==> src/rtl/sl_tx_serializer.sv <==
// Read-domain consumer of the SL async FIFO: pops words and sends each one as an
// idle-high serial frame (start, data LSB-first, optional odd parity, stop bits).
module sl_tx_serializer #(
    parameter int DATA_SIZE = 8,
    parameter int BIT_DIV   = 16,
    parameter int PARITY_EN = 1,
    parameter int STOP_BITS = 1
) (
    input  logic                 clk,
    input  logic                 rst_n,
    input  logic [DATA_SIZE-1:0] fifo_rd_data,
    input  logic                 fifo_empty,
    output logic                 fifo_rd_inc,
    input  logic                 tx_en,
    output logic                 tx_line,
    output logic                 tx_busy,
    output logic                 frame_done
);

    localparam int DIV_W = (BIT_DIV > 1) ? $clog2(BIT_DIV) : 1;
    localparam int BIT_W = (DATA_SIZE > 1) ? $clog2(DATA_SIZE) : 1;
    localparam logic [DIV_W-1:0] DIV_LAST  = DIV_W'(BIT_DIV - 1);
    localparam logic [DIV_W-1:0] DIV_PRE   = DIV_W'(BIT_DIV - 2);
    localparam logic [BIT_W-1:0] DATA_LAST = BIT_W'(DATA_SIZE - 1);
    localparam logic [BIT_W-1:0] STOP_LAST = BIT_W'(STOP_BITS - 1);

    typedef enum logic [2:0] {
        ST_IDLE   = 3'd0,
        ST_START  = 3'd1,
        ST_DATA   = 3'd2,
        ST_PARITY = 3'd3,
        ST_STOP   = 3'd4
    } state_t;

    state_t               state_r;
    logic [DIV_W-1:0]     div_cnt_r;
    logic [BIT_W-1:0]     bit_cnt_r;
    logic [DATA_SIZE-1:0] shift_reg_r;
    logic [DATA_SIZE-1:0] shift_nxt_s;
    logic                 par_r;
    logic                 tx_line_r;
    logic                 tx_busy_r;
    logic                 frame_done_r;
    logic [1:0]           guard_cnt_r;
    logic                 guard_ok_s;
    logic                 div_last_s;
    logic                 stop_last_s;
    logic                 done_next_s;
    logic                 pop_ok_s;

    function automatic logic odd_parity(input logic [DATA_SIZE-1:0] word);
        return ~(^word);
    endfunction

    assign fifo_rd_inc = pop_ok_s;
    assign tx_line     = tx_line_r;
    assign tx_busy     = tx_busy_r;
    assign frame_done  = frame_done_r;

    // Bit-boundary decode and the pop decision (only in IDLE or on the final stop clk).
    always_comb begin
        guard_ok_s  = (guard_cnt_r == 2'd2);
        div_last_s  = (div_cnt_r == DIV_LAST);
        shift_nxt_s = {1'b0, shift_reg_r[DATA_SIZE-1:1]};
        if (state_r == ST_STOP && bit_cnt_r == STOP_LAST) begin
            stop_last_s = div_last_s;
            done_next_s = (div_cnt_r == DIV_PRE);
        end else begin
            stop_last_s = 1'b0;
            done_next_s = 1'b0;
        end
        if (state_r == ST_IDLE || stop_last_s) begin
            pop_ok_s = tx_en & ~fifo_empty & guard_ok_s;
        end else begin
            pop_ok_s = 1'b0;
        end
    end

    // Startup guard: holds off popping for two clocks after reset release.
    always_ff @(posedge clk or negedge rst_n) begin
        if (!rst_n) begin
            guard_cnt_r <= 2'd0;
        end else if (!guard_ok_s) begin
            guard_cnt_r <= guard_cnt_r + 2'd1;
        end else begin
            guard_cnt_r <= guard_cnt_r;
        end
    end

    // Frame FSM; the line value for the next bit is registered at each bit boundary.
    always_ff @(posedge clk or negedge rst_n) begin
        if (!rst_n) begin
            state_r      <= ST_IDLE;
            div_cnt_r    <= '0;
            bit_cnt_r    <= '0;
            shift_reg_r  <= '0;
            par_r        <= 1'b0;
            tx_line_r    <= 1'b1;
            tx_busy_r    <= 1'b0;
            frame_done_r <= 1'b0;
        end else begin
            frame_done_r <= done_next_s;
            case (state_r)
                ST_IDLE: begin
                    div_cnt_r <= '0;
                    bit_cnt_r <= '0;
                    if (pop_ok_s) begin
                        state_r     <= ST_START;
                        shift_reg_r <= fifo_rd_data;
                        par_r       <= odd_parity(fifo_rd_data);
                        tx_line_r   <= 1'b0;
                        tx_busy_r   <= 1'b1;
                    end else begin
                        tx_line_r <= 1'b1;
                        tx_busy_r <= 1'b0;
                    end
                end
                ST_START: begin
                    if (div_last_s) begin
                        state_r   <= ST_DATA;
                        div_cnt_r <= '0;
                        bit_cnt_r <= '0;
                        tx_line_r <= shift_reg_r[0];
                    end else begin
                        div_cnt_r <= div_cnt_r + {{(DIV_W-1){1'b0}}, 1'b1};
                    end
                end
                ST_DATA: begin
                    if (!div_last_s) begin
                        div_cnt_r <= div_cnt_r + {{(DIV_W-1){1'b0}}, 1'b1};
                    end else if (bit_cnt_r != DATA_LAST) begin
                        div_cnt_r   <= '0;
                        bit_cnt_r   <= bit_cnt_r + {{(BIT_W-1){1'b0}}, 1'b1};
                        shift_reg_r <= shift_nxt_s;
                        tx_line_r   <= shift_nxt_s[0];
                    end else if (PARITY_EN != 0) begin
                        state_r   <= ST_PARITY;
                        div_cnt_r <= '0;
                        tx_line_r <= par_r;
                    end else begin
                        state_r   <= ST_STOP;
                        div_cnt_r <= '0;
                        bit_cnt_r <= '0;
                        tx_line_r <= 1'b1;
                    end
                end
                ST_PARITY: begin
                    if (div_last_s) begin
                        state_r   <= ST_STOP;
                        div_cnt_r <= '0;
                        bit_cnt_r <= '0;
                        tx_line_r <= 1'b1;
                    end else begin
                        div_cnt_r <= div_cnt_r + {{(DIV_W-1){1'b0}}, 1'b1};
                    end
                end
                ST_STOP: begin
                    if (!div_last_s) begin
                        div_cnt_r <= div_cnt_r + {{(DIV_W-1){1'b0}}, 1'b1};
                    end else if (!stop_last_s) begin
                        div_cnt_r <= '0;
                        bit_cnt_r <= bit_cnt_r + {{(BIT_W-1){1'b0}}, 1'b1};
                        tx_line_r <= 1'b1;
                    end else if (pop_ok_s) begin
                        state_r     <= ST_START;
                        div_cnt_r   <= '0;
                        bit_cnt_r   <= '0;
                        shift_reg_r <= fifo_rd_data;
                        par_r       <= odd_parity(fifo_rd_data);
                        tx_line_r   <= 1'b0;
                        tx_busy_r   <= 1'b1;
                    end else begin
                        state_r   <= ST_IDLE;
                        div_cnt_r <= '0;
                        bit_cnt_r <= '0;
                        tx_line_r <= 1'b1;
                        tx_busy_r <= 1'b0;
                    end
                end
                default: begin
                    state_r   <= ST_IDLE;
                    div_cnt_r <= '0;
                    bit_cnt_r <= '0;
                    tx_line_r <= 1'b1;
                    tx_busy_r <= 1'b0;
                end
            endcase
        end
    end

endmodule

==> config.mk <==
export PLATFORM = sky130hd
export DESIGN_NAME = sl_tx_serializer
export DESIGN_NICKNAME = d
export VERILOG_FILES = /design/src/rtl/sl_tx_serializer.sv
export SDC_FILE = /design/constraint.sdc
export NUM_CORES = 1
export LEC_CHECK = 0
export CAP_MARGIN = 5
export CORE_ASPECT_RATIO = 0.7
export CORE_MARGIN = 3
export CORE_UTILIZATION = 35
export DETAILED_ROUTE_END_ITERATION = 10
export GPL_TIMING_DRIVEN = 0
export PLACE_DENSITY = 0.65
export SYNTH_ARGS = -nofsm -noshare
export SYNTH_HDL_FRONTEND = slang
export SYNTH_SLANG_ARGS = --single-unit
==> constraint.sdc <==
create_clock -name clk -period 2.06 [get_ports clk]
set_input_delay 0.412 -clock clk [delete_from_list [all_inputs] [get_ports clk]]
set_output_delay 0.412 -clock clk [all_outputs]
set_load 0.01 [all_outputs]
# == Word level (Yosys, flattened, before mapping) ==
# Index checks and enable logic that the tools add are counted.
# totals
regBits,24
input_bits,12
word_cells,92
# op_classes
addsub,3
eq_ne,17
n_mux,42
bitwise_logic,5
n_reduce_logical,16
# op_table
operator,n
8-bit two-way mux,5
3-bit two-way mux,12
8-bit case mux with 3 select lines,1
1-bit two-way mux,17
2-bit inequality test (second input constant),8
3-bit case mux with 5 select lines,1
3-bit case mux with 3 select lines,1
4-bit == test (second input constant),2
4-bit two-way mux,2
4-bit AND reduction,2
8-bit XOR reduction,1
7-bit AND reduction,1
3-bit by 2-bit == test with 1-bit output (second input constant),2
3-bit logical NOT,2
3-bit AND reduction,2
1-bit case mux with 5 select lines,1
5-bit AND reduction,1
4-bit by 1-bit adder with 4-bit output (second input constant),1
4-bit OR reduction,1
3-bit by 1-bit adder with 3-bit output (second input constant),1
3-bit by 1-bit == test with 1-bit output (second input constant),1
3-bit == test (second input constant),1
3-bit inequality test (second input constant),1
1-bit NOT,3
other kinds (12),13

# == Logic depth before layout (Yosys ltp) ==
# Gate-level depths: netlist (run 1).
# logic_depth
word_depth,9
mapped_depth,7
mapped_depth_nobuf,7

# == Worst setup path after synthesis (run 1) ==
# No wires, ideal clock.
# synth_path
path_kind,reg-to-reg
start,register guard_cnt_r[0]
end,register shift_reg_r[0]
t_arrival_ns,1.831
t_required_ns,1.935
setup_slack_ns,0.104
path_stages_with_launch,8
n_path_buf,0
cell_sequence,dfrtp_1 -> inv_1 -> ha_1 -> and3b_1 -> and2_1 -> nand2_1 -> a221oi_4 -> mux2_2
# synth_between
elab_chain_cells,7
# synth_lines
element,line_no,source
from (decl),44,logic [1:0] guard_cnt_r;
from (signal assigned),84,guard_cnt_r <= guard_cnt_r + 2'd1;
from (signal assigned),86,guard_cnt_r <= guard_cnt_r;
2-bit == test (*),62,guard_ok_s = (guard_cnt_r == 2'd2);
1-bit AND (*),73,pop_ok_s = tx_en & ~fifo_empty & guard_ok_s;
1-bit two-way mux (*),72,if (state_r == ST_IDLE || stop_last_s) begin
8-bit two-way mux (*),-,
8-bit two-way mux (2 in series),-,
8-bit case mux with 3 select lines (*),-,
to (signal assigned),109,shift_reg_r <= fifo_rd_data;
to (signal assigned),134,shift_reg_r <= shift_nxt_s;
to (signal assigned),168,shift_reg_r <= fifo_rd_data;
to (decl),38,logic [DATA_SIZE-1:0] shift_reg_r;
# Mark *: on every way between the ends. The rest lies on a longest branch, timed or not. The select of a mux whose other input is x is not followed.
# A chain may end at the register's enable or synchronous reset.

# == Final worst setup path (run 1) ==
# layout_path
start,register div_cnt_r[1]
end,output fifo_rd_inc
# layout_between
elab_chain_cells,4
# layout_lines
element,line_no,source
from (decl),36,logic [DIV_W-1:0] div_cnt_r;
from (signal assigned),125,"div_cnt_r <= div_cnt_r + {{(DIV_W-1){1'b0}}, 1'b1};"
from (signal assigned),130,"div_cnt_r <= div_cnt_r + {{(DIV_W-1){1'b0}}, 1'b1};"
from (signal assigned),154,"div_cnt_r <= div_cnt_r + {{(DIV_W-1){1'b0}}, 1'b1};"
4-bit == test,63,div_last_s = (div_cnt_r == DIV_LAST);
1-bit two-way mux,65,if (state_r == ST_STOP && bit_cnt_r == STOP_LAST) begin
1-bit logical OR,72,
1-bit two-way mux,72,
to (decl),13,"output logic fifo_rd_inc,"
# No other way between the ends.

==> results of run 1 <==
==> area by class of cell <==
cell class / count / area (µm²)
clock buffers: 3 / 41.29
flip-flops and latches: 24 / 601.8
clock inverters: 1 / 30.03
multi-input cells: 97 / 799.5
inverters: 7 / 26.28
plain buffers: 3 / 20.02
repair buffers: 26 / 246.5
well taps: 50 / 62.56
fillers: 322 / 1843
==> worst max-delay path, delay by kind of cell (launching register included) <==
kind          cells  cell delay [ps]
buf+inv           1              110
simple gates      4              620
flops             1              430
fa+ha+maj         1              190
==> metrics by stage <==
stage / setup WS (ps) / instances / hold WS [ps]
3_5_place_dp: -402.2 / 196 / 463.4
3_3_place_gp: -354.6 / 196 / 451.5
6_report: 34.14 / 211 / 496.6
2_1_floorplan: 103.8 / 131 / 116.4
5_1_grt: -38.82 / 211 / 523.7
4_1_cts: 10.23 / 206 / 479.1
==> synth_stat cells, types with 2 or more instances <==
master    count  share of area (%)
o21ai_0       4                1.4
nand2_1       7                1.9
nor2_1       11                3.0
nor2_2        2               0.90
a22o_1        2                1.3
xnor2_1      11                6.9
a31oi_1       2               0.90
nand2b_1      2               0.90
a21oi_1       9                3.2
nand3_1       5                1.8
mux2_2       16                 13
a211oi_1      2                1.1
inv_1         7                1.9
nor3_1        3                1.1
dfrtp_1      23                 42
ha_1          6                5.4
==> report_power, final <==
group,leakage (µW),total [µW],switching (µW),internal (µW)
logic,0.000448,61.4,25.4,36.0
clock network,0.0000357,417,157,260
registers,0.000312,471,0,471
total,0.000796,949,182,767
==> what timing repair did <==
| action | in CTS | in global routing |
|---|---|---|
| hold buffers | 0 | 0 |
| setup buffers | 6 | 5 |
| endpoints found under the setup margin | 9 | 10 |
| pin swaps | 2 | 6 |
| gates resized for setup | 15 | 6 |
==> registers in the layout, summed over array words and instances (netlist names) <==
register	cells
bit_cnt_r	3
tx_busy	1
shift_reg_r	8
par_r	1
tx_line	1
guard_cnt_r	2
div_cnt_r	4
state_r	3
frame_done	1
==> routing by layer <==
metal  GRT usage, %  part of all wire (%)  vias up
met3          4.128                   3.0        4
met2          22.11                    47       25
met5              0                     0        -
li1               -                     -      519
met1          18.67                    49      531
met4          3.373                   1.2        0
==> worst max path at each step <==
stage                                     startpoint                          to  slack [ps]  depth (start not counted)
after floorplan           guard_cnt_r[0]$_DFFE_PN0P_  shift_reg_r[0]$_DFFE_PN0P_         100                          7
after global placement                         tx_en                 fifo_rd_inc        -350                          5
after detailed placement                  fifo_empty  shift_reg_r[4]$_DFFE_PN0P_        -400                          6
after CTS                   bit_cnt_r[0]$_DFFE_PN0P_                 fifo_rd_inc          10                          7
after global routing          div_cnt_r[1]$_DFF_PN0_                 fifo_rd_inc         -40                          6
final                         div_cnt_r[1]$_DFF_PN0_                 fifo_rd_inc          30                          6
==> cells by family (layout without fill, tap and decap cells) <==
logic type / after synthesis / in the layout / share of synthesized area, %
AND/OR/NAND/NOR: 39 / 39 / 15.25
XOR/XNOR: 11 / 11 / 6.949
flip-flops: 24 / 24 / 43.41
multiplexers: 16 / 16 / 13.00
buffers and inverters: 10 / 40 / 3.339
AO/OA/AOI/OAI: 25 / 25 / 12.64
adder cells (fa/ha/maj): 6 / 6 / 5.415
==> key figures, run 1 <==
Drt
  • Initial detailed-routing violation count: 74
  • First-pass DRT Iterations: 4
  • Vias per Instance: 5.114
  • Final wirelength: 2914 µm
  • Antenna Nets Post-Route: 0
  • DRC errors left: 0
  • Vias: 1079
  • DR WL/cell: 13.81 µm

Placed design
  • Input/output buffers: 15
  • HPWL Detailed: 2007 µm
  • Final GP Congestion: 0.8997
  • Placed instance area: 0.001599 mm²

Floorplan
  • Ports: 16
  • DIE WIDTH: 81.22 µm
  • Initial Utilization: 37.76%
  • Die Y: 58.66 µm
  • Rows: 18
  • DIE AREA: 0.004764 mm²
  • Core Box Area: 0.003671 mm²

CTS
  • Maximum clock path buffer count: 2
  • CTS tree: done
  • Clock slew at reported path FFs: 90 ps
  • Clk sinks: 24
  • Root buf cell: clkbuf_8
  • H-tree levels: 1
  • Num CTS Buffers: 3
  • Clock Latency Late Sink: 270 ps

Yosys
  • Asr flop ratio synth: 100.0%
  • EDFF count, synth: 0
  • Mapped Area: 0.001386 mm²
  • Syn Inst Count: 131
  • Syn_nets: 149
  • Register bit total from synthesis: 24
  • Seq/Total Area, Yosys: 43.41%
  • Yosys cell types: 35
  • Synthesis Warnings: 0
  • Mean post-synth cell area: 10.58 µm²
  • Dominant synthesized flop cell: dfrtp_1

Power and ir drop
  • Leak: 0.0007957 µW
  • Tot Pwr: 949.0 µW
  • Peak supply drop: 0.3258 mV
  • Cell Pwr Density: 519.2 mW/mm²

Setup path
  • Worst r2r dst: shift_reg_r[5]$_DFFE_PN0P_
  • Crit-path max FO: 4
  • Reg2Reg Depth: 8
  • Crit path cell chain: ha_4, nand3_4, nor2_4, and2b_2, nor2_4, buf_6
  • Crit Path Category: flip-flop to primary output
  • FF-to-FF setup slack: 100 ps
  • Slowest cell delay on critical path: 430 ps
  • Required time of the critical path: 1650 ps
  • CP most frequent cell: nor2_4
  • Crit path max-delay cell type: dfrtp_1
  • Crit end category: primary output
  • CP Data Arrival Time: 1610 ps
  • CP Launch Type: flip-flop
  • RR Startpoint: guard_cnt_r[0]$_DFFE_PN0P_

Timing
  • Final period util: 98.34%
  • Rel. slew slack: 30.24%
  • RSZ-0062 raised after global routing: true
  • Pins Over Slew Limit: 0
  • Clk_skew: 5.037 ps
  • Setup TNS Final: 0 ps
  • Final setup fails: 0
  • Final hold vios: 0
  • Fmax: 0.4936 GHz
  • Worst slew pin tran: 1043 ps
  • Minimum clock period: 2026 ps

Min path
  • Worst Hold Depth: 1
  • Hold Startpoint: guard_cnt_r[0]$_DFFE_PN0P_
  • WHS Endpoint: guard_cnt_r[0]$_DFFE_PN0P_
  • Hold crit path type: flip-flop to flip-flop

GRT
  • Vias in the first global route: 1116
  • Largest net degree at the start of global routing: 25
  • First-pass GRT wire length: 5078 µm
  • Overflow left after global routing: 0
  • Initial antenna violation count: 0
  • Overall global routing resource usage: 13.90%

Job
  • Maxcap violations: 0

Run status
  • Status: completed

Cells and area
  • Final Cell Area: 0.001828 mm²
  • Area added between synthesis and finish: 31.86%
  • Share of layout cells above drive strength 1: 32.92%
  • N_diodes: 0
  • Fin nets: 180
  • Finished Core Util: 49.80%
  • Commonest non-fill, non-tap cell in the layout: dfrtp_1
  • Commonest non-fill, non-tap cells in the layout: dfrtp_1, mux2_2, clkdlybuf4s50_1
Note: power is estimated with default switching activity, not from simulation.
==> run 2: changes to the inputs <==
- PLACE_DENSITY: 0.65 -> 0.63
- clock period: 2.06 -> 2.2 ns (I/O delays scaled with it)
==> key figures, run 2 (same netlist as run 1, synthesis figures left out) <==
Drt
  • Initial detailed-routing violation count: 62
  • Antenna Nets Post-Route: 0
  • DR WL/cell: 13.54 µm
  • Vias: 1057
  • DRC errors left: 0
  • Final wirelength: 2856 µm
  • First-pass DRT Iterations: 4
  • Vias per Instance: 5.009

CTS
  • Clock slew at reported path FFs: 80 ps
  • Num CTS Buffers: 3
  • Hold-fix buffers at CTS: 0
  • Clk sinks: 24
  • Clock Latency Late Sink: 270 ps
  • CTS tree: done
  • H-tree levels: 1
  • Root buf cell: clkbuf_8
  • Maximum clock path buffer count: 2

Cells and area
  • Finished Core Util: 48.30%
  • N_diodes: 0
  • Fin nets: 180
  • Regs by FF count: shift_reg_r (8), div_cnt_r (4)
  • Area added between synthesis and finish: 27.89%
  • Max FFs per register: 8
  • Share of layout cells above drive strength 1: 30.43%
  • Top reg by flops: shift_reg_r
  • Commonest non-fill, non-tap cell in the layout: dfrtp_1
  • Post-route insts no fill: 211
  • Commonest non-fill, non-tap cells in the layout: dfrtp_1, mux2_2, clkdlybuf4s50_1

Power and ir drop
  • Tot Pwr: 798.2 µW
  • Gate power share: 7.2%
  • Sw Share: 20.41%
  • Peak supply drop: 0.3655 mV
  • Sequential share of power: 55.2%
  • Leak: 0.0007786 µW
  • Internal power: 635.3 µW
  • Clock Power Share: 37.5%
  • Cell Pwr Density: 450.2 mW/mm²
  • Psw: 162.9 µW

Timing
  • Final hold vios: 0
  • Clk_skew: 3.554 ps
  • Rel. slew slack: 30.89%
  • Final period util: 95.11%
  • Fmax: 0.4779 GHz
  • Pins Over Slew Limit: 0
  • Final setup fails: 0
  • Worst slew pin tran: 1033 ps
  • Minimum clock period: 2092 ps

Floorplan
  • DIE WIDTH: 81.22 µm
  • Ports: 16
  • Core Box Area: 0.003671 mm²
  • Die Y: 58.66 µm
  • Rows: 18
  • DIE AREA: 0.004764 mm²
  • Initial Utilization: 37.76%

Setup path
  • Crit-path max FO: 4
  • Largest delay contributor family on the critical path: simple AND/OR/NAND/NOR gates
  • Required time of the critical path: 1760 ps
  • Slowest cell delay on critical path: 400 ps
  • Crit path max-delay cell type: dfrtp_1
  • Crit Path Category: flip-flop to primary output
  • CP Launch Type: flip-flop
  • Crit end category: primary output
  • CP Data Arrival Time: 1650 ps
  • CP bufs+invs: 2
  • Crit path cell chain: inv_1, ha_2, nand2b_4, nor2_2, and2b_2, nor2_4, buf_2

Placed design
  • Placed insts: 196
  • HPWL Detailed: 2043 µm
  • Final GP Congestion: 0.8665
  • Input/output buffers: 15

GRT
  • First-pass GRT wire length: 4864 µm
  • Overall global routing resource usage: 13.41%
  • Overflow left after global routing: 0
  • Largest net degree at the start of global routing: 25
  • Vias in the first global route: 1030
  • Initial antenna violation count: 0

Job
  • Maxcap violations: 0

Min path
  • Hold crit path type: flip-flop to flip-flop

Run status
  • Status: completed
## run 2: changes by cell type in the layout (fill, tap and decap cells not counted), sizes merged
| cell | delta |
|---|---|
| clkbuf | +1 |
| bufinv | -1 |
## run 2: layout make-up
class	count	area [µm²]
tap	50	62.56
timing repair buffer	26	231.5
clock buffer	4	55.05
buffer	3	20.02
multi-input combinational	97	774.5
sequential	24	603.1
inverter	7	26.28
fill	341	1898
## run 2: routing by layer
layer | vias up | GRT usage [%] | part of all wire, %
li1 | 524 | - | -
met1 | 505 | 18.97 | 52
met2 | 23 | 20.23 | 43
met3 | 5 | 3.670 | 4.2
met4 | 0 | 3.614 | 0.95
met5 | - | 0 | 0
## run 2: repair_timing
action / 4_1_cts / 5_1_grt
endpoints found under the hold margin: 0 / 0
setup buffers: 4 / 7
endpoints found under the setup margin: 9 / 9
resized for setup: 10 / 5
pin swaps: 2 / 2
## run 2: power by group through the flow
stage	clock, µW	combinational, µW	sequential (µW)
floorplan	0	23.1	450
global placement	0	55.9	450
detailed placement	0	56.3	450
CTS	310	56.7	441
global route	329	65.4	441
finish	300	57.9	441
## run 2: worst paths after layout
path,start,endpoint,slack (ps),depth (start not counted)
max reg2reg,guard_cnt_r[0]$_DFFE_PN0P_,shift_reg_r[3]$_DFFE_PN0P_,130,8
min in group asynchronous,rst_n,state_r[2]$_DFFE_PN0P_,730,1
max in group asynchronous,rst_n,div_cnt_r[1]$_DFF_PN0_,780,1
max,bit_cnt_r[0]$_DFFE_PN0P_,fifo_rd_inc,110,7
min reg2reg,guard_cnt_r[0]$_DFFE_PN0P_,guard_cnt_r[0]$_DFFE_PN0P_,470,1
min,guard_cnt_r[0]$_DFFE_PN0P_,guard_cnt_r[0]$_DFFE_PN0P_,470,1
## run 2: per-stage QoR
step                      setup TNS (ps)  setup WS, ps  hold slack (ps)  area, µm²
after floorplan                        0         243.8            144.4       1386
after global placement             -2070        -319.1            451.5       1599
after detailed placement           -2522        -318.1            464.4       1599
after CTS                         -29.71        -29.71            476.5       1717
after global routing              -3.798        -3.798            497.4       1773
final                                  0         107.7            472.0       1773
==> run 3: changes to the inputs <==
- CTS_BUF_LIST: default -> sky130_fd_sc_hd__clkbuf_4
==> key figures, run 3 (same netlist as run 1, synthesis figures left out) <==
Setup path
  • CP Launch Type: flip-flop
  • Required time of the critical path: 1760 ps
  • Crit Path Category: flip-flop to primary output
  • CP Data Arrival Time: 1660 ps
  • FF-to-FF setup slack: 130 ps
  • Crit-path max FO: 4
  • Crit end category: primary output

Cells and area
  • Fin nets: 182
  • Register area: 601.8 µm²
  • Top reg by flops: shift_reg_r
  • Fillers: 341
  • Commonest non-fill, non-tap cells in the layout: dfrtp_1, mux2_2, clkdlybuf4s50_1
  • Final Cell Area: 0.001779 mm²
  • Area added between synthesis and finish: 28.34%
  • Multi-input gate area in the final layout: 789.5 µm²
  • Share of layout cells above drive strength 1: 30.67%
  • Max FFs per register: 8
  • Commonest non-fill, non-tap cell in the layout: dfrtp_1
  • Regs by FF count: shift_reg_r (8), div_cnt_r (4)
  • N_diodes: 0
  • Finished Core Util: 48.47%

Drt
  • Vias: 1071
  • DRC errors left: 0
  • DR WL/cell: 13.61 µm
  • Initial detailed-routing violation count: 68
  • First-pass DRT Iterations: 4
  • Vias per Instance: 5.028
  • Final wirelength: 2898 µm
  • Antenna Nets Post-Route: 0

Placed design
  • HPWL Detailed: 2043 µm
  • Placed instance area: 0.001599 mm²
  • Input/output buffers: 15
  • Final GP Congestion: 0.8665

Job
  • Maxcap violations: 0

CTS
  • Hold-fix buffers at CTS: 0
  • Clk sinks: 24
  • Maximum clock path buffer count: 2
  • CTS tree: done
  • H-tree levels: 1
  • Clock slew at reported path FFs: 130 ps
  • Clock Latency Late Sink: 320 ps
  • Num CTS Buffers: 3
  • Root buf cell: clkbuf_4

Timing
  • Worst slew pin tran: 1040 ps
  • Rel. slew slack: 30.48%
  • Minimum clock period: 2105 ps
  • Final hold vios: 0
  • Final period util: 95.67%
  • Clk_skew: 8.219 ps
  • Final setup fails: 0
  • Fmax: 0.4751 GHz
  • Pins Over Slew Limit: 0
  • Setup TNS Final: 0 ps
  • RSZ-0062 raised after global routing: false

GRT
  • First-pass GRT wire length: 5023 µm
  • Overall global routing resource usage: 13.96%
  • Vias in the first global route: 1068
  • Overflow left after global routing: 0
  • Initial antenna violation count: 0
  • Largest net degree at the start of global routing: 25

Floorplan
  • Core Box Area: 0.003671 mm²
  • Die Y: 58.66 µm
  • DIE AREA: 0.004764 mm²
  • Initial Utilization: 37.76%
  • Ports: 16
  • Rows: 18
  • DIE WIDTH: 81.22 µm

Run status
  • Status: completed

Power and ir drop
  • Cell Pwr Density: 391.3 mW/mm²
  • Peak supply drop: 0.3240 mV
  • Leak: 0.0007789 µW

Min path
  • Hold crit path type: flip-flop to flip-flop
==> run 3: cell types whose count changed in the layout (fill, tap and decap cells not counted), sizes merged <==
cell / change
clkinv: +1
buf: +2
clkbuf: -1
==> run 3: area by class of cell <==
type	instances	area share (%)
flip-flops and latches	24	33.83
inverters	7	1.477
clock inverters	1	0.2110
clock buffers	3	1.266
multi-input cells	97	44.37
plain buffers	3	1.125
well taps	50	3.516
repair buffers	28	14.21
==> run 3: per-layer routing <==
layer	vias to the layer above	GRT usage [%]	wire (µm)
li1	523	-	-
met1	509	19.16	1457
met2	32	20.82	1238
met3	7	4.434	149
met4	0	4.819	53
met5	-	0	0
==> run 3: what timing repair did <==
action                                  in CTS  in global routing
buffers inserted                             9                  4
gates cloned                                 0                  0
pin swaps                                    4                  4
gates resized for setup                     14                  4
endpoints found under the setup margin       9                  2
==> run 3: power breakdown <==
| part | total (µW) | switching (µW) | leakage [µW] | internal (µW) |
|---|---|---|---|---|
| logic | 56.6 | 22.9 | 0.000451 | 33.7 |
| clock network | 198 | 132 | 0.0000154 | 66.5 |
| registers | 441 | 0 | 0.000312 | 441 |
==> run 3: critical path: stages, from the launching register on <==
cell and delay (ps):
dfrtp_1 400, inv_1 100, ha_4 150, nand2b_4 80
nor2_4 120, and2b_2 250, nor2_4 140, buf_6 120
==> run 3: worst paths after layout <==
check                                                 from                    endpoint  cells past startpoint
worst max-delay path              bit_cnt_r[1]$_DFFE_PN0P_                 fifo_rd_inc                      7
worst min-delay path            guard_cnt_r[0]$_DFFE_PN0P_  guard_cnt_r[0]$_DFFE_PN0P_                      1
max in group asynchronous                            rst_n    bit_cnt_r[0]$_DFFE_PN0P_                      1
worst min register to register  guard_cnt_r[0]$_DFFE_PN0P_  guard_cnt_r[0]$_DFFE_PN0P_                      1
min in group asynchronous                            rst_n      state_r[1]$_DFFE_PN0P_                      1
worst max register to register  guard_cnt_r[0]$_DFFE_PN0P_  shift_reg_r[3]$_DFFE_PN0P_                      8
==> run 3: through the flow <==
stage	total power [µW]	std cells	hold slack, ps	setup WS (ps)
3_5_place_dp	505.8	196	464.4	-318.1
2_1_floorplan	472.7	131	144.4	243.8
5_1_grt	736.4	213	503.8	0.01665
6_report	696.2	213	477.3	95.22
3_3_place_gp	505.5	196	451.5	-319.1
4_1_cts	711.0	209	483.1	76.17
==> edit 1: new RTL, config.mk and constraints of run 3 <==
`PARITY_EN`: 1 -> 0.
--- a/src/rtl/sl_tx_serializer.sv
+++ b/src/rtl/sl_tx_serializer.sv
@@ -4,5 +4,5 @@
     parameter int DATA_SIZE = 8,
     parameter int BIT_DIV   = 16,
-    parameter int PARITY_EN = 1,
+    parameter int PARITY_EN = 0,
     parameter int STOP_BITS = 1
 ) (
Behaviour: same outputs for any inputs over 10 cycles, from zero or initial values and one cycle with rst_n low; that may be too few to reach the edited logic, so the function may still have changed.
==> edit 1 against run 3 <==
- final cell count shrank 11%
- final area shrank 8.2%
- highest routed layer unchanged
- routed wire length decreased by 9.4%
- sequential cell count shrank 1
- largest cell class unchanged
- first-iteration DRC count is 4.4% lower
- maximum frequency up 0.11%
- worst setup slack improved by 0.0024 ns
- area after synthesis shrank 6.6%
Power is not compared: it rests on default switching activity, and its combinational part moved more than twofold at a synthesized area within 25%.
==> edit 1: results (changes against run 3) <==
stage,metric,value,unit,change
clocking,Root Driver,clkbuf_4,,
placement,RePlAce Congestion,0.772,,-11%
setup_path,"Max FO, Critical Path",7,,+3
grt,vias in the first global route,887,,-17%
logic_synthesis,sequential share of the synthesized area,44.5,%,+1.1 points
finish,Layout Nets,162,,-11%
finish,Filler Cells Inserted,323,,-5.3%
clocking,"Clk Latency, worst-skew pair",0.32,ns,about the same
clocking,clock slew at reported path FFs,0.13,ns,about the same
detailed_routing,DRT iter0 DRCs,65,,-4.4%
setup_path,CP max-delay cell,dfrtp_1,,
placement,DP Area,1500,um2,-5.9%
grt,antenna violations before repair,0,,unchanged
logic_synthesis,yosys warns,0,,unchanged
clocking,CTS buffer count,3,,unchanged
logic_synthesis,ys async rst share,100,%,unchanged
finish,proportion of layout cells with a drive suffix above 1,34.3,%,+3.6 points
setup_path,Critical Path AT,1.66,ns,about the same
outcome,status,"complete, no violations",,
detailed_routing,Initial DRT Pass Iterations,4,,unchanged
clocking,Longest Clk Path Bufs,2,,unchanged
placement,IO Port Bufs,15,,unchanged
logic_synthesis,commonest cells in the netlist,"dfrtp_1 (22), nand2_1 (9), mux2_4 (8)",,
sta,setup TNS,0,ns,unchanged
grt,global-route wire length before repair,4320,um,-14%
power,Leak,0.708,nW,
grt,Total GRT Usage,12.4,%,-1.5 points
power,Max VDD drop,0.264,mV,
placement,Post-Place Cells,178,,-9.2%
clocking,H-tree depth,1,,unchanged
detailed_routing,via-per-instance ratio,5.05,,+0.49%
setup_path,max incr delay on CP,0.43,ns,+0.03 ns
detailed_routing,Wirelength per Cell,13.8,um,+1.6%
finish,Finished Layout Cells,190,,-11%
logic_synthesis,syn_nets,134,,-10%
logic_synthesis,synth top area cells,"dfrtp_1 (43%), mux2_4 (9.3%), mux2_2 (6.1%)",,
finish,Largest regs,"shift_reg_r x8, div_cnt_r x4",,
placement,placed wire-length estimate,1890,um,-7.3%
logic_synthesis,Mean Syn Cell Area,11.2,um2,+5.5%
power,Switching Share,25.6,%,
hold_path,worst hold path type,reg -> reg,,
sta,Rel. slew slack,31.2,%,+0.73 points
sta,Final Skew,0.00692,ns,-0.00130 ns
placement,dpl ws,-0.328,ns,-0.0100 ns
finish,antenna cells,0,,unchanged
logic_synthesis,Main synth FF type,dfrtp_1,,
grt,largest net degree at the start of global routing,24,,-4.0%
logic_synthesis,Netlist cell types,39,,+11%
[edit 1: cell types whose count changed in the layout (fill, tap and decap cells not counted), moves of 4 or more]
| cell | before | now |
|---|---|---|
| mux2_4 | 0 | 8 |
| nor2_1 | 9 | 5 |
| a21oi_1 | 9 | 4 |
| mux2_2 | 16 | 7 |
| nand3_1 | 5 | 1 |
| o21ai_1 | 0 | 6 |
| xnor2_1 | 11 | 3 |
[edit 1: worst max-delay path: cells and delay by family (launching register included)]
kind / cells / cell delay, ns
AND/OR/NAND/NOR: 2 / 0.48
flip-flops: 1 / 0.43
buffers and inverters: 2 / 0.30
AO/OA/AOI/OAI: 1 / 0.13
[edit 1: power groups by stage]
stage | logic (mW) | clock network [mW] | registers (mW)
2_1_floorplan | 0.103 | 0 | 0.493
3_3_place_gp | 0.157 | 0 | 0.496
3_5_place_dp | 0.159 | 0 | 0.499
4_1_cts | 0.169 | 0.207 | 0.490
5_1_grt | 0.187 | 0.231 | 0.497
6_report | 0.171 | 0.199 | 0.490
[edit 1: final timing paths]
kind	end	slack, ns	depth (start not counted)	start
worst max-delay path	fifo_rd_inc	0.1	5	state_r[1]
worst min-delay path	tx_line	0.49	2	tx_line
worst max register to register	shift_reg_r[0]	0.28	9	guard_cnt_r[0]
worst min register to register	tx_line	0.49	2	tx_line
max in group asynchronous	div_cnt_r[1]	0.91	1	rst_n
min in group asynchronous	tx_busy	0.67	1	rst_n
[edit 1: layer usage]
layer	share of wire [%]	vias to the layer above	track usage (%)
li1	-	462	-
met1	52	479	18.4
met2	43	15	17.5
met3	4.3	4	4.17
met4	0.72	0	2.24
met5	0	-	0
[edit 1: cells by family after synthesis]
group	Yosys count	synth area share, %
mux	15	15.4
compound gates	23	11.3
buf+inv	11	5.12
flops	23	44.5
simple gates	34	15.2
xor+xnor	4	2.71
fa+ha+maj	6	5.80
[edit 1: what timing repair did]
item                                    4_1_cts  5_1_grt
resized for setup                             9        5
endpoints found under the setup margin        1        1
pin swaps                                     3        2
setup buffers                                 4        4
[edit 1: final cells by class]
class | instances | area [um2] | share of cell area (%)
buffer | 6 | 47.5 | 2.91
clock buffer | 3 | 22.5 | 1.38
clock inverter | 1 | 5.00 | 0.306
inverter | 5 | 18.8 | 1.15
multi-input combinational | 82 | 699 | 42.8
sequential | 23 | 577 | 35.3
tap | 47 | 58.8 | 3.60
timing repair buffer | 23 | 205 | 12.6
==> edit 2: new RTL, flow settings as in run 3 <==
Made on the original files. Re-encode `state_t` (5 states) as one-hot, 5 bits wide.
--- a/src/rtl/sl_tx_serializer.sv
+++ b/src/rtl/sl_tx_serializer.sv
@@ -25,10 +25,10 @@
     localparam logic [BIT_W-1:0] STOP_LAST = BIT_W'(STOP_BITS - 1);
 
-    typedef enum logic [2:0] {
-        ST_IDLE   = 3'd0,
-        ST_START  = 3'd1,
-        ST_DATA   = 3'd2,
-        ST_PARITY = 3'd3,
-        ST_STOP   = 3'd4
+    typedef enum logic [4:0] {
+        ST_IDLE   = 5'b00001,
+        ST_START  = 5'b00010,
+        ST_DATA   = 5'b00100,
+        ST_PARITY = 5'b01000,
+        ST_STOP   = 5'b10000
     } state_t;
 
Function: no difference found for any inputs over 10 cycles, from zero or initial values and one cycle with rst_n low; not proved beyond that.
==> edit 2 against run 3 <==
- area after synthesis up 9.7%
- maximum frequency fell by 0.86%
- synthesized cell count up 18%
- non-clock buffer count down 6
- worst setup slack got worse by 0.018 ns
- sequential cell count increased by 2
- routed wire length up 11%
- global-route usage down 0.87 points
- core utilization is 2.7 points lower
- final area up 3.9%
Power is not compared: it rests on default switching activity, and its combinational part moved more than twofold at a synthesized area within 25%.
==> edit 2: results (changes against run 3) <==
stage,metric,value,unit,change
outcome,status,"complete, no violations",,
clocking,H-tree depth,1,,unchanged
logic_synthesis,Main synth FF type,dfrtp_1,,
sta,Fin Hold WS,0.437,ns,-0.0404 ns
grt,global-route wire length before repair,5360,um,+6.7%
detailed_routing,DRT iter0 DRCs,96,,+41%
finish,antenna cells,0,,unchanged
sta,Final Skew,0.0137,ns,+0.00545 ns
clocking,"Clk Latency, worst-skew pair",0.32,ns,about the same
finish,"Design Area, Final",1850,um2,+3.9%
finish,Filler Cells Inserted,384,,+13%
placement,DP Area,1740,um2,+8.5%
detailed_routing,Wirelength per Cell,14.1,um,+3.6%
setup_path,FF-to-FF path depth,7,,-1
grt,largest net degree at the start of global routing,27,,+8.0%
setup_path,CP max-delay cell,dfstp_2,,
logic_synthesis,Post-Synthesis Cells,154,,+18%
setup_path,max incr delay on CP,0.56,ns,+0.16 ns
sta,Slew Limit Fails,0,,unchanged
setup_path,"Max FO, Critical Path",10,,+6
placement,dpl ws,-0.148,ns,+0.170 ns
logic_synthesis,Netlist cell types,48,,+37%
sta,slew of the pin with the lowest slew margin,0.508,ns,-0.532 ns
setup_path,slack of the worst reg-to-reg path,0.24,ns,+0.11 ns
logic_synthesis,ys async rst share,100,%,unchanged
setup_path,Worst R2R End,shift_reg_r[6],,
sta,FMAX,0.471,GHz,-0.86%
logic_synthesis,commonest cells in the netlist,"dfrtp_1 (24), nor2_1 (23), nand3_1 (10)",,
grt,grt total ovfl,0,,unchanged
placement,IO Port Bufs,15,,unchanged
hold_path,worst hold path type,in -> async,,
placement,RePlAce Congestion,0.904,,+4.4%
placement,placed wire-length estimate,2370,um,+16%
finish,proportion of layout cells with a drive suffix above 1,19.2,%,-11 points
power,Leak,0.829,nW,
detailed_routing,Total Wirelength,3230,um,+11%
detailed_routing,via-per-instance ratio,5.32,,+5.9%
grt,Total GRT Usage,13.1,%,-0.87 points
setup_path,critical path's top delay family,flip-flops,,
logic_synthesis,sequential share of the synthesized area,43.0,%,-0.45 points
finish,Layout Nets,197,,+8.2%
setup_path,Critical Path AT,1.68,ns,+0.02 ns
clocking,CTS-repair resized insts,10,,-4
power,Max VDD drop,0.454,mV,
finish,Largest regs,"shift_reg_r x8, state_r x5, div_cnt_r x4",,
clocking,Post CTS Setup Buffer Count,3,,-6
logic_synthesis,synth top area cells,"dfrtp_1 (40%), nor2_1 (5.7%), ha_1 (4.9%)",,
logic_synthesis,syn_nets,172,,+15%
placement,Post-Place Cells,221,,+13%
clocking,clock slew at reported path FFs,0.14,ns,
clocking,CTS buffer count,3,,unchanged
detailed_routing,Initial DRT Pass Iterations,4,,unchanged
grt,antenna violations before repair,0,,unchanged
setup_path,R2R Path Start,bit_cnt_r[0],,
logic_synthesis,yosys warns,0,,unchanged
[edit 2: worst max-delay path by stage]
stage / end / from
5_1_grt: fifo_rd_inc / bit_cnt_r[1]
2_1_floorplan: bit_cnt_r[0] / div_cnt_r[0]
6_report: fifo_rd_inc / state_r[0]
3_3_place_gp: fifo_rd_inc / tx_en
3_5_place_dp: fifo_rd_inc / tx_en
4_1_cts: fifo_rd_inc / bit_cnt_r[0]
[edit 2: logic make-up (layout without fill, tap and decap cells)]
group / Yosys count / count (layout) / share of synthesized area (%)
mux: 3 / 3 / 2.39
buf+inv: 14 / 37 / 4.77
fa+ha+maj: 6 / 6 / 4.94
simple gates: 61 / 61 / 21.2
flops: 26 / 26 / 43.0
xor+xnor: 11 / 11 / 6.83
compound gates: 33 / 33 / 16.9
[edit 2: worst reg2reg max path: stages (launching register included)]
cell	delay, ns
dfrtp_1	0.42
buf_4	0.14
ha_1	0.19
ha_1	0.24
nand4b_2	0.40
a21boi_4	0.35
nor2_1	0.07
nor2_1	0.12
[edit 2: cell type report]
cell class	count	area share, %
Multi-Input combinational cell	114	44.9
Sequential cell	26	35.4
Timing Repair Buffer	20	11.0
Tap cell	52	3.52
Buffer	5	2.23
Inverter	9	1.83
Clock buffer	3	1.22
[edit 2: where the power goes]
group	switching, mW	internal, mW
Clock	0.131	0.0641
Sequential	0.0686	0.607
Combinational	0.314	0.291
Total	0.513	0.962
[edit 2: metal layers]
| layer | vias to the layer above | wire (um) | global-route usage, % |
|---|---|---|---|
| met2 | 40 | 1450 | 20.5 |
| met4 | 0 | 28 | 2.93 |
| met1 | 584 | 1610 | 18.6 |
| li1 | 591 | - | - |
| met3 | 4 | 130 | 3.21 |
| met5 | - | 0 | 0 |
